### src/rtl/conv_layer_sequencer_pkg.sv
// Shared definitions for the convolution layer sequencer: state encoding,
// default layer geometry and pixel-count sizing helpers.
package conv_layer_sequencer_pkg;

   typedef enum logic [2:0] {
      ST_IDLE     = 3'd0,
      ST_LOAD_W   = 3'd1,
      ST_WAIT_BUF = 3'd2,
      ST_SWEEP    = 3'd3,
      ST_NEXT     = 3'd4,
      ST_DONE     = 3'd5
   } seq_state_e;

   localparam int DEF_NUM_IN_CH  = 3;
   localparam int DEF_NUM_OUT_CH = 4;
   localparam int DEF_X_POS      = 22;
   localparam int DEF_Y_POS      = 22;
   localparam int DEF_CH_BITS    = 4;

   function automatic int pix_total(input int x_pos, input int y_pos);
      return x_pos * y_pos;
   endfunction

   // Counter must be able to hold the full total, not just total-1.
   function automatic int pix_cnt_bits(input int total);
      return $clog2(total + 1);
   endfunction

endpackage

### src/rtl/conv_layer_sequencer_chan_index_counter.sv
// Nested channel index counter: in_ch inner, out_ch outer, with a flag for
// the final (out_ch, in_ch) pair of the layer.
module chan_index_counter
   import conv_layer_sequencer_pkg::*;
#(
   parameter int NUM_IN_CH  = DEF_NUM_IN_CH,
   parameter int NUM_OUT_CH = DEF_NUM_OUT_CH,
   parameter int CH_BITS    = DEF_CH_BITS
) (
   input  logic               clock,
   input  logic               reset,
   input  logic               clear,
   input  logic               advance,
   output logic [CH_BITS-1:0] in_ch,
   output logic [CH_BITS-1:0] out_ch,
   output logic               last_pair
);

   localparam logic [CH_BITS-1:0] IN_LAST  = CH_BITS'(NUM_IN_CH - 1);
   localparam logic [CH_BITS-1:0] OUT_LAST = CH_BITS'(NUM_OUT_CH - 1);

   logic [CH_BITS-1:0] in_ch_q, in_ch_d;
   logic [CH_BITS-1:0] out_ch_q, out_ch_d;

   always_comb begin
      in_ch_d  = in_ch_q;
      out_ch_d = out_ch_q;
      if (clear) begin
         in_ch_d  = '0;
         out_ch_d = '0;
      end else if (advance) begin
         if (in_ch_q == IN_LAST) begin
            in_ch_d  = '0;
            out_ch_d = (out_ch_q == OUT_LAST) ? '0 : out_ch_q + CH_BITS'(1);
         end else begin
            in_ch_d = in_ch_q + CH_BITS'(1);
         end
      end
   end

   always_ff @(posedge clock or negedge reset) begin
      if (!reset) begin
         in_ch_q  <= '0;
         out_ch_q <= '0;
      end else begin
         in_ch_q  <= in_ch_d;
         out_ch_q <= out_ch_d;
      end
   end

   assign in_ch     = in_ch_q;
   assign out_ch    = out_ch_q;
   assign last_pair = (in_ch_q == IN_LAST) && (out_ch_q == OUT_LAST);

endmodule

### src/rtl/conv_layer_sequencer.sv
// Layer scheduler: walks every (out_ch, in_ch) pair, handshakes weights and
// line buffer, launches one window sweep per pair and counts its pixels.
//
//   state    | meaning
//   ---------+-----------------------------------------------
//   IDLE     | waiting for layer_start
//   LOAD_W   | wt_req high until wt_ack
//   WAIT_BUF | waiting for line buffer rows of current in_ch
//   SWEEP    | counting pixel_rdy until PIX_TOTAL reached
//   NEXT     | advance channel indices
//   DONE     | one-cycle layer_done
module conv_layer_sequencer
   import conv_layer_sequencer_pkg::*;
#(
   parameter int NUM_IN_CH  = DEF_NUM_IN_CH,
   parameter int NUM_OUT_CH = DEF_NUM_OUT_CH,
   parameter int X_POS      = DEF_X_POS,
   parameter int Y_POS      = DEF_Y_POS,
   parameter int CH_BITS    = DEF_CH_BITS
) (
   input  logic               clock,
   input  logic               reset,
   input  logic               layer_start,
   output logic               wt_req,
   input  logic               wt_ack,
   input  logic               buf_rdy,
   output logic               sweep_start,
   input  logic               pixel_rdy,
   output logic [CH_BITS-1:0] out_ch,
   output logic [CH_BITS-1:0] in_ch,
   output logic               acc_first,
   output logic               acc_last,
   output logic               layer_busy,
   output logic               layer_done,
   output logic               err_stray
);

   localparam int PIX_TOTAL = pix_total(X_POS, Y_POS);
   localparam int PIX_BITS  = pix_cnt_bits(PIX_TOTAL);
   localparam logic [PIX_BITS-1:0] PIX_LAST   = PIX_BITS'(PIX_TOTAL - 1);
   localparam logic [CH_BITS-1:0]  IN_CH_LAST = CH_BITS'(NUM_IN_CH - 1);

   seq_state_e          state_q, state_d;
   logic [PIX_BITS-1:0] pix_cnt_q, pix_cnt_d;
   logic                sweep_start_q, sweep_start_d;
   logic                err_stray_q, err_stray_d;
   logic                start_accept;
   logic                advance;
   logic                last_pair;
   logic                in_pair;

   chan_index_counter #(
      .NUM_IN_CH  (NUM_IN_CH),
      .NUM_OUT_CH (NUM_OUT_CH),
      .CH_BITS    (CH_BITS)
   ) u_chan_index_counter (
      .clock     (clock),
      .reset     (reset),
      .clear     (start_accept),
      .advance   (advance),
      .in_ch     (in_ch),
      .out_ch    (out_ch),
      .last_pair (last_pair)
   );

   always_comb begin
      state_d       = state_q;
      pix_cnt_d     = pix_cnt_q;
      sweep_start_d = 1'b0;
      start_accept  = 1'b0;
      advance       = 1'b0;
      case (state_q)
         ST_IDLE: begin
            if (layer_start) begin
               start_accept = 1'b1;
               state_d      = ST_LOAD_W;
            end
         end
         ST_LOAD_W: begin
            if (wt_ack) state_d = ST_WAIT_BUF;
         end
         ST_WAIT_BUF: begin
            if (buf_rdy) begin
               state_d       = ST_SWEEP;
               sweep_start_d = 1'b1;
               pix_cnt_d     = '0;
            end
         end
         ST_SWEEP: begin
            if (pixel_rdy) begin
               pix_cnt_d = pix_cnt_q + PIX_BITS'(1);
               if (pix_cnt_q == PIX_LAST) state_d = ST_NEXT;
            end
         end
         ST_NEXT: begin
            // Advancing past the final pair wraps both indices to 0 for DONE.
            advance = 1'b1;
            state_d = last_pair ? ST_DONE : ST_LOAD_W;
         end
         ST_DONE: state_d = ST_IDLE;
         default: state_d = ST_IDLE;
      endcase

      err_stray_d = start_accept ? 1'b0 : err_stray_q;
      if (pixel_rdy && (state_q != ST_SWEEP)) err_stray_d = 1'b1;
   end

   always_ff @(posedge clock or negedge reset) begin
      if (!reset) begin
         state_q       <= ST_IDLE;
         pix_cnt_q     <= '0;
         sweep_start_q <= 1'b0;
         err_stray_q   <= 1'b0;
      end else begin
         state_q       <= state_d;
         pix_cnt_q     <= pix_cnt_d;
         sweep_start_q <= sweep_start_d;
         err_stray_q   <= err_stray_d;
      end
   end

   assign in_pair     = (state_q == ST_LOAD_W) || (state_q == ST_WAIT_BUF) ||
                        (state_q == ST_SWEEP)  || (state_q == ST_NEXT);
   assign wt_req      = (state_q == ST_LOAD_W);
   assign sweep_start = sweep_start_q;
   assign acc_first   = in_pair && (in_ch == '0);
   assign acc_last    = in_pair && (in_ch == IN_CH_LAST);
   assign layer_busy  = (state_q != ST_IDLE);
   assign layer_done  = (state_q == ST_DONE);
   assign err_stray   = err_stray_q;

endmodule

### config.mk
export PLATFORM = sky130hd
export DESIGN_NAME = conv_layer_sequencer
export DESIGN_NICKNAME = d
export VERILOG_FILES = /design/src/rtl/conv_layer_sequencer_pkg.sv /design/src/rtl/conv_layer_sequencer_chan_index_counter.sv /design/src/rtl/conv_layer_sequencer.sv
export SDC_FILE = /design/constraint.sdc
export NUM_CORES = 1
export LEC_CHECK = 0
export ABC_AREA = 1
export CAP_MARGIN = 20
export CORE_MARGIN = 2
export CORE_UTILIZATION = 30
export CTS_CLUSTER_SIZE = 20
export DETAILED_ROUTE_END_ITERATION = 8
export PLACE_DENSITY = 0.57
export SLEW_MARGIN = 20
export SYNTH_ARGS = -nofsm -noshare
export SYNTH_HDL_FRONTEND = slang
export SYNTH_SLANG_ARGS = --single-unit
### constraint.sdc
create_clock -name clock -period 1.3 [get_ports clock]
set_input_delay 0.26 -clock clock [delete_from_list [all_inputs] [get_ports clock]]
set_output_delay 0.26 -clock clock [all_outputs]
set_load 0.01 [all_outputs]
==> flow_summary.toml <==
[drt]
drt_iter0_markers = 23
routed_wl_um = 3530
ant_nets = 0
vias_per_cell = 4.66
drc = 0
vias = 1402
avgRoutedWirePerCell_um = 11.7
drt_pre_antenna_iters = 4

[timing]
period_share_pct = 119
tightest_slew_ns = 0.287
finClkSkew_ns = 0.00372
worst_slack_ns = -0.247
min_period_ns = 1.55
slew_viol_final = 0
rsz0062_at_grt = "yes"
finalSetupViolCount = 27
setup_tns_ns = -4.64
hold_viol = 0
max_slew_margin_pct = 80.8
max_freq_ghz = 0.646

[cells_and_area]
fin_area_um2 = 2140
final_cell_mix = "45 x nand2_1, 32 x buf_4, 22 x dfrtp_1"
num-fill-cells = 442
nets = 258
mostFrequentLayoutCell = "nand2_1"
antenna_cells = 0
area.growth.synth_to_final_pct = 59.9
drive_above_1_share_pct = 40.6

[yosys]
avgSynthCellArea_um2 = 7.32
synth-seq-cells = 22
synth_fp_nets = 191
yosysUniqueCellTypes = 23
synth.yosys.seq_area_share_pct = 41.1
synth_area_um2 = 1340
synth_cells = 183
synth_warnings = 0

[clocking]
clkSinkCount = 22
ctsRootBufferMaster = "clkbuf_8"
htreeDepth = 1
cts_tree = "yes"
cts-buffers-inserted = 3
path_clk_slew_ns = 0.09
clk_latency_ns = 0.27
cts_buffer_depth = 2

[floorplan]
dieHeight_um = 70.8
coreArea_um2 = 4320
ioPinCount = 21
fp.dieW_um = 70.8
die-area_um2 = 5020
rows = 24
start_util_pct = 31.0

[power_and_ir_drop]
p_leak_uw = 0.00111
ir_worst_vdd_uv = 1110
power_density_nw_per_um2 = 1930

[run]
drv_cap = 0

[global_routing]
grt_use_total_pct = 14.6
grt_max_degree = 23
grt_pass1_wl_um = 5940
grt-ovfl-total = 0
grt_pass1_vias = 1368
antenna_found_initial = 0

[placed_design]
dp_hpwl_um = 2470
gp_congestion = 0.778
numPortBuffers = 20
dp_slack_ns = -0.353
postPlaceCellArea_um2 = 1850

[setup_path]
cp.arrival_ns = 1.29
rr_endpoint = "u_chan_index_counter.out_ch[0]"
r2r_start = "state_q[0]"
cp_slowest_cell = "dfrtp_1"
crit_chain = "buf_6, nor2_4, nor3_4, nor3_2, buf_2"
endpoint_kind = "output pin"
startpoint_type = "flop"
cp_max_fo = 3
crit_required_ns = 1.04
worstRegToRegCells = 11
reg2reg_slack_ns = -0.22
slowest_delay_ns = 0.44
critPathKind = "flop to output pin"

[outcome]
status = "finished with violations"
violations = "setup timing"

[worst_hold_path]
hold_class = "input port to asynchronous set/reset pin"
-- worst max-delay path: cells and delay by family (launching register included) --
kind / cells / cell delay [ns]
AND/OR/NAND/NOR: 3 / 0.28
buffers and inverters: 2 / 0.29
flip-flops: 1 / 0.44
-- cell families (layout without fill, tap and decap cells) --
kind of cell               after synthesis  count (layout)  share of synthesized area (%)
AOI/OAI and AO/OA                       19              19                           8.03
xor gates and xnor gates                 2               2                           1.31
DFF                                     22              22                           41.1
buffers and inverters                   29              95                           8.50
adders and majority gates                2               2                           1.87
and+or+nand+nor                        109             109                           39.2
-- cells in the mapped netlist, drive strengths merged --
cell	count	area (um2)
nor3	6	30.0
ha	2	25.0
a31oi	1	6.26
nand3	16	85.1
nand4	5	31.3
a21oi	7	35.0
nor3b	1	7.51
nand2	59	254
dfrtp	22	551
xnor2	1	8.76
xor2	1	8.76
o21ai	11	66.3
inv	29	114
nor2	22	118
-- metal layers --
layer / part of all wire, % / wire, um / track usage, % / vias up
met4: 1.3 / 46 / 5.66 / 0
met5: 0 / 0 / 0 / -
met2: 53 / 1870 / 26.1 / 21
met3: 3.3 / 116 / 2.42 / 4
met1: 42 / 1500 / 17.4 / 658
li1: - / - / - / 719
-- power by group --
group	switching, uW	total [uW]	leakage [uW]	internal, uW
combinational	1310	2510	0.000778	1200
clock	255	666	0.0000357	412
sequential	127	974	0.000293	846
-- cell type report --
cell class / count / area, um2 / share of cell area (%)
clock buffers: 3 / 41.3 / 1.93
inverters: 29 / 121 / 5.66
multi-input cells: 132 / 795 / 37.1
repair buffers: 62 / 541 / 25.2
clock inverters: 1 / 30.0 / 1.40
well taps: 52 / 65.1 / 3.04
flip-flops and latches: 22 / 551 / 25.7
-- per-stage QoR --
stage / instances / power, uW / util, % / hold WS [ns]
2_1_floorplan: 183 / 2040 / - / -0.0356
3_3_place_gp: 284 / 2990 / 42.7 / 0.490
5_1_grt: 301 / 4450 / 49.6 / 0.335
4_1_cts: 296 / 3920 / 46.8 / 0.347
3_5_place_dp: 284 / 2990 / 42.7 / 0.497
6_report: 301 / 4150 / 49.6 / 0.334
-- how the worst max path moves through the flow --
stage / to / startpoint / cells after the start / slack, ns
floorplan: acc_first / state_q[1] / 5 / 0.001
finish: acc_first / state_q[2] / 5 / -0.25
detailed placement: acc_first / state_q[1] / 6 / -0.35
CTS: acc_last / state_q[0] / 7 / -0.27
global route: acc_last / u_chan_index_counter.in_ch[2] / 6 / -0.34
global placement: acc_first / state_q[1] / 6 / -0.35
-- sequential cells by signal (all words and copies together) (netlist names) --
register,count
err_stray,1
pix_cnt_q,9
state_q,3
sweep_start,1
u_chan_index_counter.in_ch,4
u_chan_index_counter.out_ch,4
-- timing repair --
action,4_1_cts,5_1_grt
pin swaps,5,10
gates resized for setup,56,34
buffers inserted,8,7
endpoints found under the setup margin,32,31
hold buffers,0,0
(Power assumes the default switching activity.)
